--- config.mk ---
export PLATFORM = sky130hd
export DESIGN_NAME = prefetch_perf_tracker
export DESIGN_NICKNAME = d
export VERILOG_FILES = /design/src/rtl/prefetch_perf_tracker_pkg.sv /design/src/rtl/prefetch_line_table.sv /design/src/rtl/prefetch_perf_tracker.sv
export SDC_FILE = /design/constraint.sdc
export NUM_CORES = 1
export LEC_CHECK = 0
export ABC_AREA = 1
export BUFFER_PORTS_ARGS = -buffer_cell sky130_fd_sc_hd__buf_2
export CAP_MARGIN = 10
export CORE_MARGIN = 2
export CORE_UTILIZATION = 25
export DETAILED_ROUTE_END_ITERATION = 7
export SYNTH_ARGS = -nofsm -noshare
export SYNTH_HDL_FRONTEND = slang
export SYNTH_SLANG_ARGS = --single-unit
--- constraint.sdc ---
create_clock -name clk -period 4.6 [get_ports clk]
set_input_delay 0.46 -clock clk [delete_from_list [all_inputs] [get_ports clk]]
set_output_delay 0.46 -clock clk [all_outputs]
set_load 0.01 [all_outputs]
--- src/rtl/prefetch_perf_tracker_pkg.sv ---
// Shared types for the dcache prefetch performance tracker.
// Line fields are sized for the largest supported table; narrower indices are zero-extended.
package prefetch_perf_tracker_pkg;

    localparam int PERF_CTR_BITS = 44;
    localparam int EVT_LINE_BITS = 16;

    typedef logic [EVT_LINE_BITS-1:0] evt_line_t;

    typedef struct packed {
        logic      pf_req;
        logic      fill_valid;
        evt_line_t fill_line;
        logic      fill_used;
        logic      hit_valid;
        evt_line_t hit_line;
        logic      evict_valid;
        evt_line_t evict_line;
        logic      late;
        logic      flush;
    } prefetch_evt_t;

    function automatic logic line_match(input logic valid, input evt_line_t line, input int unsigned idx);
        return valid && (line == evt_line_t'(idx));
    endfunction

endpackage

--- src/rtl/prefetch_line_table.sv ---
// Per-line "prefetched, not yet demanded" bit table with same-cycle priority resolution.
// The evict index reads the pre-update bit; the table is written at the end of the same edge.
module prefetch_line_table
    import prefetch_perf_tracker_pkg::*;
#(
    parameter int NUM_LINES = 256
) (
    input  logic      clk,
    input  logic      reset,
    input  logic      fill_valid,
    input  evt_line_t fill_line,
    input  logic      fill_used,
    input  logic      hit_valid,
    input  evt_line_t hit_line,
    input  logic      evict_valid,
    input  evt_line_t evict_line,
    input  logic      flush,
    output logic      evict_old_bit
);

    logic [NUM_LINES-1:0] pf_bits_r;
    logic [NUM_LINES-1:0] pf_bits_next_s;
    logic [NUM_LINES-1:0] fill_sel_s;
    logic [NUM_LINES-1:0] hit_sel_s;
    logic [NUM_LINES-1:0] evict_sel_s;

    // Decode the three independent line indices into one-hot selects.
    always_comb begin
        fill_sel_s  = {NUM_LINES{1'b0}};
        hit_sel_s   = {NUM_LINES{1'b0}};
        evict_sel_s = {NUM_LINES{1'b0}};
        for (int i = 0; i < NUM_LINES; i++) begin
            fill_sel_s[i]  = line_match(fill_valid, fill_line, i);
            hit_sel_s[i]   = line_match(hit_valid, hit_line, i);
            evict_sel_s[i] = line_match(evict_valid, evict_line, i);
        end
    end

    // Next bit per line: an unused fill sets it and wins over hit, evict and flush.
    always_comb begin
        pf_bits_next_s = pf_bits_r;
        for (int i = 0; i < NUM_LINES; i++) begin
            if (fill_sel_s[i] && !fill_used) begin
                pf_bits_next_s[i] = 1'b1;
            end else if (fill_sel_s[i] || hit_sel_s[i] || evict_sel_s[i] || flush) begin
                pf_bits_next_s[i] = 1'b0;
            end else begin
                pf_bits_next_s[i] = pf_bits_r[i];
            end
        end
    end

    // Old bit of the evicted line, before this cycle's update.
    always_comb begin
        evict_old_bit = |(pf_bits_r & evict_sel_s);
    end

    // Bit table storage.
    always_ff @(posedge clk) begin
        if (reset) begin
            pf_bits_r <= {NUM_LINES{1'b0}};
        end else begin
            pf_bits_r <= pf_bits_next_s;
        end
    end

endmodule

--- src/rtl/prefetch_perf_tracker.sv ---
// Dcache prefetch performance counters: requests, prefetched blocks, unused blocks, late prefetches.
// Two stages: S1 registers the event pulses, S2 updates the line table and counters.
module prefetch_perf_tracker #(
    parameter int NUM_LINES     = 256,
    parameter int LINE_SEL_BITS = $clog2(NUM_LINES),
    parameter int PERF_CTR_BITS = prefetch_perf_tracker_pkg::PERF_CTR_BITS
) (
    input  logic                     clk,
    input  logic                     reset,
    input  logic                     pf_req_fire,
    input  logic                     pf_fill_valid,
    input  logic [LINE_SEL_BITS-1:0] pf_fill_line,
    input  logic                     pf_fill_used,
    input  logic                     dmd_hit_valid,
    input  logic [LINE_SEL_BITS-1:0] dmd_hit_line,
    input  logic                     evict_valid,
    input  logic [LINE_SEL_BITS-1:0] evict_line,
    input  logic                     late_pf_valid,
    input  logic                     flush,
    output logic [PERF_CTR_BITS-1:0] prefetch_requests,
    output logic [PERF_CTR_BITS-1:0] prefetched_blocks,
    output logic [PERF_CTR_BITS-1:0] unused_prefetched_blocks,
    output logic [PERF_CTR_BITS-1:0] late_prefetches
);

    import prefetch_perf_tracker_pkg::prefetch_evt_t;
    import prefetch_perf_tracker_pkg::EVT_LINE_BITS;

    localparam int EVT_BITS = $bits(prefetch_evt_t);

    prefetch_evt_t            evt_s;
    prefetch_evt_t            evt_r;
    logic                     evict_old_bit_s;
    logic                     unused_inc_s;
    logic [PERF_CTR_BITS-1:0] req_cnt_r;
    logic [PERF_CTR_BITS-1:0] blk_cnt_r;
    logic [PERF_CTR_BITS-1:0] unused_cnt_r;
    logic [PERF_CTR_BITS-1:0] late_cnt_r;

    // Pack the raw event pulses into one S1 record.
    always_comb begin
        evt_s             = prefetch_evt_t'({EVT_BITS{1'b0}});
        evt_s.pf_req      = pf_req_fire;
        evt_s.fill_valid  = pf_fill_valid;
        evt_s.fill_line   = EVT_LINE_BITS'(pf_fill_line);
        evt_s.fill_used   = pf_fill_used;
        evt_s.hit_valid   = dmd_hit_valid;
        evt_s.hit_line    = EVT_LINE_BITS'(dmd_hit_line);
        evt_s.evict_valid = evict_valid;
        evt_s.evict_line  = EVT_LINE_BITS'(evict_line);
        evt_s.late        = late_pf_valid;
        evt_s.flush       = flush;
    end

    // S1 event register; reset drops anything in flight.
    always_ff @(posedge clk) begin
        if (reset) begin
            evt_r <= prefetch_evt_t'({EVT_BITS{1'b0}});
        end else begin
            evt_r <= evt_s;
        end
    end

    prefetch_line_table #(
        .NUM_LINES(NUM_LINES)
    ) u_table (
        .clk          (clk),
        .reset        (reset),
        .fill_valid   (evt_r.fill_valid),
        .fill_line    (evt_r.fill_line),
        .fill_used    (evt_r.fill_used),
        .hit_valid    (evt_r.hit_valid),
        .hit_line     (evt_r.hit_line),
        .evict_valid  (evt_r.evict_valid),
        .evict_line   (evt_r.evict_line),
        .flush        (evt_r.flush),
        .evict_old_bit(evict_old_bit_s)
    );

    // A same-line hit is ordered before the eviction, so that line was used.
    always_comb begin
        if (evt_r.hit_valid && (evt_r.hit_line == evt_r.evict_line)) begin
            unused_inc_s = 1'b0;
        end else begin
            unused_inc_s = evt_r.evict_valid & evict_old_bit_s;
        end
    end

    // S2 counters, wrapping modulo 2^PERF_CTR_BITS.
    always_ff @(posedge clk) begin
        if (reset) begin
            req_cnt_r    <= {PERF_CTR_BITS{1'b0}};
            blk_cnt_r    <= {PERF_CTR_BITS{1'b0}};
            unused_cnt_r <= {PERF_CTR_BITS{1'b0}};
            late_cnt_r   <= {PERF_CTR_BITS{1'b0}};
        end else begin
            req_cnt_r    <= req_cnt_r    + {{(PERF_CTR_BITS-1){1'b0}}, evt_r.pf_req};
            blk_cnt_r    <= blk_cnt_r    + {{(PERF_CTR_BITS-1){1'b0}}, evt_r.fill_valid};
            unused_cnt_r <= unused_cnt_r + {{(PERF_CTR_BITS-1){1'b0}}, unused_inc_s};
            late_cnt_r   <= late_cnt_r   + {{(PERF_CTR_BITS-1){1'b0}}, evt_r.late};
        end
    end

    assign prefetch_requests        = req_cnt_r;
    assign prefetched_blocks        = blk_cnt_r;
    assign unused_prefetched_blocks = unused_cnt_r;
    assign late_prefetches          = late_cnt_r;

endmodule

Word level (Yosys, flattened, before mapping)
Cells that the tools add are included.
Widths: inputs -> output; s select.
{"block": "classes", "addsub": 4, "eq_ne": 766, "n_mux": 513, "n_bitwise": 2, "reduce_logical": 2054}
{"operator": "$eq 16x8->1 const B", "n": 384}
{"operator": "$eq 16x7->1 const B", "n": 192}
{"operator": "$eq 16x6->1 const B", "n": 96}
{"operator": "$logic_and 1x1->1", "n": 1025}
{"operator": "$eq 16x5->1 const B", "n": 48}
{"operator": "$logic_or 1x1->1", "n": 768}
{"operator": "$mux 1", "n": 513}
{"operator": "$reduce_bool 2->1", "n": 256}
{"operator": "$eq 16x4->1 const B", "n": 24}
{"operator": "$and 256x256->256", "n": 1}
{"operator": "$reduce_or 256->1", "n": 1}
{"operator": "$eq 16x3->1 const B", "n": 12}
{"operator": "$add 44x1->44", "n": 4}
{"operator": "$eq 16x2->1 const B", "n": 6}
{"operator": "$eq 16x1->1 const B", "n": 3}
{"operator": "$logic_not 16->1", "n": 3}
{"operator": "$eq 16x16->1", "n": 1}
{"operator": "$and 1x1->1", "n": 1}
{"operator": "$logic_not 1->1", "n": 1}
{"block": "word_totals", "reg_bits": 487, "in_bits": 33, "word_cells": 3612}

Longest topological paths before layout
{"block": "logic_depth", "depth_word": 7, "depth_mapped": 28, "depth_no_buf": 27}

Cells and area by module
From an unflattened synthesis, not the netlist that was laid out.
{"block": "unflattened", "cells_unflattened": 4320, "hier_area_um2": 28247.1}
{"mod": "prefetch_line_table", "n_inst": 1, "cells_each": 2681, "area_per_inst_um2": 17600.6}
{"mod": "prefetch_perf_tracker", "n_inst": 1, "cells_each": 1639, "area_per_inst_um2": 10646.5}

Worst setup path after synthesis
OpenSTA, ideal clock, no wires.
{"block": "synth_path", "path_type": "register -> register", "startpoint": "reg evt_r[18] in the netlist's numbering", "endpoint": "reg unused_cnt_r[36] (netlist: unused_prefetched_blocks[36])", "setup_time_ps": 132, "arrival_time_ps": 3115, "required_time_ps": 4468, "setup_slack_ps": 1354, "path_stages_with_launch": 28, "path_buffers": 3, "synth_period_minus_slack_ps": 3246, "path_cell_list": "dfxtp_1 -> buf_4 -> inv_2 -> buf_6 -> nor3_4 -> buf_2 -> nand3_1 -> nand2_1 -> nor2_1 -> nand2_1 -> nor2_1 -> nand2_1 -> nor2_1 -> nand2_1 -> nor2_1 -> nor2_1 -> ha_1 -> ha_1 -> nand2_1 -> inv_1 -> nand3_1 -> nor3_2 -> nand3_1 -> nor2_1 -> nand2_1 -> nor2_1 -> and3_1 -> nor3_1"}
{"block": "synth_between", "elab_chain_len": 6, "elab_cells_between_ends": 261, "cone_classes": "add/sub (1); mux (1); bitwise (2); reduce/logical (257)"}
{"element": "from (decl)", "line": "prefetch_perf_tracker.sv:32", "text": "prefetch_evt_t evt_r;"}
{"element": "from (signal assigned)", "line": "prefetch_perf_tracker.sv:58", "text": "evt_r <= prefetch_evt_t'({EVT_BITS{1'b0}});"}
{"element": "from (signal assigned)", "line": "prefetch_perf_tracker.sv:60", "text": "evt_r <= evt_s;"}
{"element": "$logic_and 1x1->1", "line": "prefetch_perf_tracker_pkg.sv:24", "text": "return valid && (line == evt_line_t'(idx));"}
{"element": "$and 256x256->256", "line": "prefetch_line_table.sv:55", "text": "evict_old_bit = |(pf_bits_r & evict_sel_s);"}
{"element": "$reduce_or 256->1", "line": "prefetch_line_table.sv:55"}
{"element": "$and 1x1->1 (*)", "line": "prefetch_perf_tracker.sv:85", "text": "unused_inc_s = evt_r.evict_valid & evict_old_bit_s;"}
{"element": "$mux 1 (*)", "line": "prefetch_perf_tracker.sv:82", "text": "if (evt_r.hit_valid && (evt_r.hit_line == evt_r.evict_line)) begin"}
{"element": "$add 44x1->44 (*)", "line": "prefetch_perf_tracker.sv:99", "text": "unused_cnt_r <= unused_cnt_r + {{(PERF_CTR_BITS-1){1'b0}}, unused_inc_s};"}
{"element": "to (signal assigned)", "line": "prefetch_perf_tracker.sv:94", "text": "unused_cnt_r <= {PERF_CTR_BITS{1'b0}};"}
{"element": "to (signal assigned)", "line": "prefetch_perf_tracker.sv:99"}
{"element": "to (decl)", "line": "prefetch_perf_tracker.sv:37", "text": "logic [PERF_CTR_BITS-1:0] unused_cnt_r;"}
Mark *: on every way between the ends. The rest lies on a longest branch, timed or not.
A chain may end at the register's enable or synchronous reset.

Final worst setup path
{"block": "layout_path", "startpoint": "reg evt_r[7] in the netlist's numbering", "endpoint": "reg unused_cnt_r[36] (netlist: unused_prefetched_blocks[36])"}
{"block": "layout_between", "elab_chain_len": 7, "elab_cells_between_ends": 519, "cone_classes": "add/sub (1); eq/ne (256); mux (1); bitwise (2); reduce/logical (259)"}
{"element": "$eq 16x1->1 (tied with other cells)", "line": "prefetch_perf_tracker_pkg.sv:24"}
{"element": "$logic_and 1x1->1", "line": "prefetch_perf_tracker_pkg.sv:24"}
{"element": "$and 256x256->256", "line": "prefetch_line_table.sv:55"}
{"element": "$reduce_or 256->1", "line": "prefetch_line_table.sv:55"}
{"element": "$and 1x1->1", "line": "prefetch_perf_tracker.sv:85"}
{"element": "$mux 1 (*)", "line": "prefetch_perf_tracker.sv:82"}
{"element": "$add 44x1->44 (*)", "line": "prefetch_perf_tracker.sv:99"}
Marks and branches as above.

==> results_dict.tcl <==
set metrics [dict create \
    status "complete, no violations" \
    initial_core_util_pct 25.24 \
    fp.dieH_um 327.7 \
    power_density_nw_per_um2 295.3 \
    routed_wl_mm 109.7 \
    synth_edf_count 0 \
    synth_xor_area_share_pct 0.6686 \
    grt_overflow_total 0 \
    firstDrtPassIters 6 \
    placeableCoreArea_um2 103800 \
    p_clk_share_pct 49.4 \
    hpwl_mm 76.68 \
    track_usage_pct 19.49 \
    critPathKind "register to register" \
    crit_path_top_delay_cell "dfxtp_1" \
    synthCells 4053 \
    placed_cells 5498 \
    h-tree-depth 2 \
    async_flop_share_pct 0 \
    synth_fp_nets 4094 \
    drtIter0Drc 3734 \
    p_int_uw 6745 \
    crit_top_cell "nor2_1" \
    clock_sinks 463 \
    dpl_worst_slack_ns 0.2956 \
    seq_area_frac_synth_pct 35.38 \
    power.share.switching_pct 25.67 \
    io_buffers 208 \
    worstSetupStartpointType "register" \
    first_global_vias 27550 \
    synth-main-ff-cell "dfxtp_1" \
    cts-root-buf "clkbuf_16" \
    clk_latency_ns 0.63 \
    power_leakage_uw 0.01104 \
    critPathMaxFanout 7 \
    slew_violations 0 \
    grt_max_degree 171 \
    die_area_um2 107400 \
    cts_tree "yes" \
    worst_slew_pin_slew_ns 1.109 \
    syn_area_um2 26200 \
    arrival_ns 4.71 \
    viasPerCell 5.308 \
    cts-buffers-inserted 56 \
    ant_nets 0 \
    period_minus_slack_ns 4.218 \
    pwr-share-seq_pct 44.8 \
    end_kind "register" \
    setup_viol 0 \
    clockBufferDepth 3 \
    worst_slack_ns 0.3817 \
    drc_errors 0 \
    num_vias 29730 \
    final_common_cell "nand2_1" \
    max_slew_margin_pct 26.09 \
    grt_pass1_wl_mm 166.7 \
    fmax_ghz 0.2371 \
    rows 118 \
    yosysWarnings 0 \
    synth-simple-area-share_pct 32.69 \
    hold_violations 0 \
    synth_top_family_by_area "simple AND/OR/NAND/NOR gates" \
    ir_worst_vdd_mv 0.2680 \
    final_cell_mix "nand2_1 (909), nor2_1 (521), dfxtp_1 (458), a21oi_1 (413), inv_1 (335)" \
    avgSynthCellArea_um2 6.464 \
    cap_violations 0 \
    hp-class "primary input to register" \
    synth_fa_ha_area_share_pct 0.3820 \
    gp_congestion 0.9472 \
    routedWlPerCell_um 19.59 \
    antenna_found_initial 4 \
    synthMuxAreaShare_pct 0 \
    finalClockSkew_ns 0.02939 \
    io_pins 209 \
    fp.dieW_um 327.7 \
    synth_compound_area_share_pct 22.05 \
    fin_cells 5601 \
    cp.required_ns 5.10 \
    synth_cell_type_count 50 \
    switchingPower_uw 2329 \
    holdWs_ns 0.02929 \
    critical-path-max-stage-delay_ns 0.38 \
    nets 4220 \
    comb_power_share_pct 5.9 \
    finalCritPeriodShare_pct 91.70 \
    synth_seq_cells 463 \
    drive_gt1_share_pct 11.18 \
    path_clk_slew_ns 0.06 \
    syn_to_final_growth_pct 17.29 \
]
-- flip-flops by register name (all words and copies together), names as in the netlist --
name	flops
evt_r	31
late_prefetches	44
prefetch_requests	44
prefetched_blocks	44
u_table.pf_bits_r	256
unused_prefetched_blocks	44
-- layer usage --
layer / GRT usage (%) / wire (µm)
met2: 30.67 / 48580
met3: 4.414 / 11360
met4: 7.429 / 4187
met1: 25.86 / 45600
met5: 0 / 8
-- synth_stat cells, types with 10 or more instances --
cell         n  area, µm²
a22oi_1     22      165.2
nor3b_1     12      90.09
nand2_1    912       3423
xor2_1      17      148.9
o21ai_0    247       1236
buf_2       37      185.2
nor2_1     530       1989
clkbuf_1   179      671.9
dfxtp_1    463       9269
a21oi_1    413       2067
nand3_1    301       1506
inv_1      341       1280
nand4_1     74      462.9
or2_2       10      62.56
o21a_1      13      97.59
inv_2       11      41.29
a31oi_1     17      106.4
clkinv_1    12      45.04
o2111ai_1  202       1769
o22ai_1     11      68.82
nor2_2      20      125.1
nor3_1      91      455.4
nor4_1      22      137.6
-- final cells by class --
type / instances / area, µm²
sequential: 463 / 9275
inverter: 364 / 1395
multi-input combinational: 2994 / 14680
fill: 11380 / 73060
timing repair buffer: 300 / 1848
tap: 1380 / 1727
clock inverter: 15 / 170.2
antenna: 1 / 2.502
clock buffer: 84 / 1638
-- through the flow --
stage	total power (µW)	util [%]	setup TNS, ns	cell area, µm²
floorplan	4440	-	0	26200
global placement	4651	27.75	0	28800
detailed placement	4653	27.75	0	28800
CTS	9110	29.49	0	30610
global route	9318	29.61	-0.05020	30730
finish	9075	29.61	0	30730
-- what timing repair did --
item                       in CTS  in global routing
hold endpoints to repair        0                  0
hold buffers                    0                  0
setup endpoints to repair       0                 16
buffers inserted                0                  2
gates resized for setup         0                 26
-- power groups by stage --
stage          Combinational (µW)  Sequential [µW]  Clock (µW)
2_1_floorplan                 305             4130           0
3_3_place_gp                  504             4150           0
3_5_place_dp                  506             4150           0
4_1_cts                       507             4060        4540
5_1_grt                       562             4060        4690
6_report                      533             4060        4480
-- kinds of logic (layout without fill, tap and decap cells) --
group / count (synthesis) / count (layout)
compound gates: 958 / 958
xor+xnor: 20 / 20
fa+ha+maj: 8 / 8
buf+inv: 596 / 763
flops: 463 / 463
other cells: 0 / 1
simple gates: 2008 / 2008
-- path summary, 6_finish.rpt --
check                                      startpoint                           end  slack, ns  cells after the start
worst max register to register               evt_r[7]  unused_prefetched_blocks[36]       0.38                     27
worst max-delay path                         evt_r[7]  unused_prefetched_blocks[36]       0.38                     27
worst min-delay path                    evict_line[6]                      evt_r[8]       0.03                      3
worst min register to register  prefetched_blocks[24]         prefetched_blocks[24]       0.46                      2
-- worst max-delay path, delay by kind of cell (launching register included) --
| kind | cells | cell delay [ns] |
|---|---|---|
| buffers and inverters | 3 | 0.48 |
| and+or+nand+nor | 22 | 2.78 |
| DFF | 1 | 0.38 |
| adders and majority gates | 2 | 0.42 |
No activity file was read; power rests on OpenSTA's default activity.
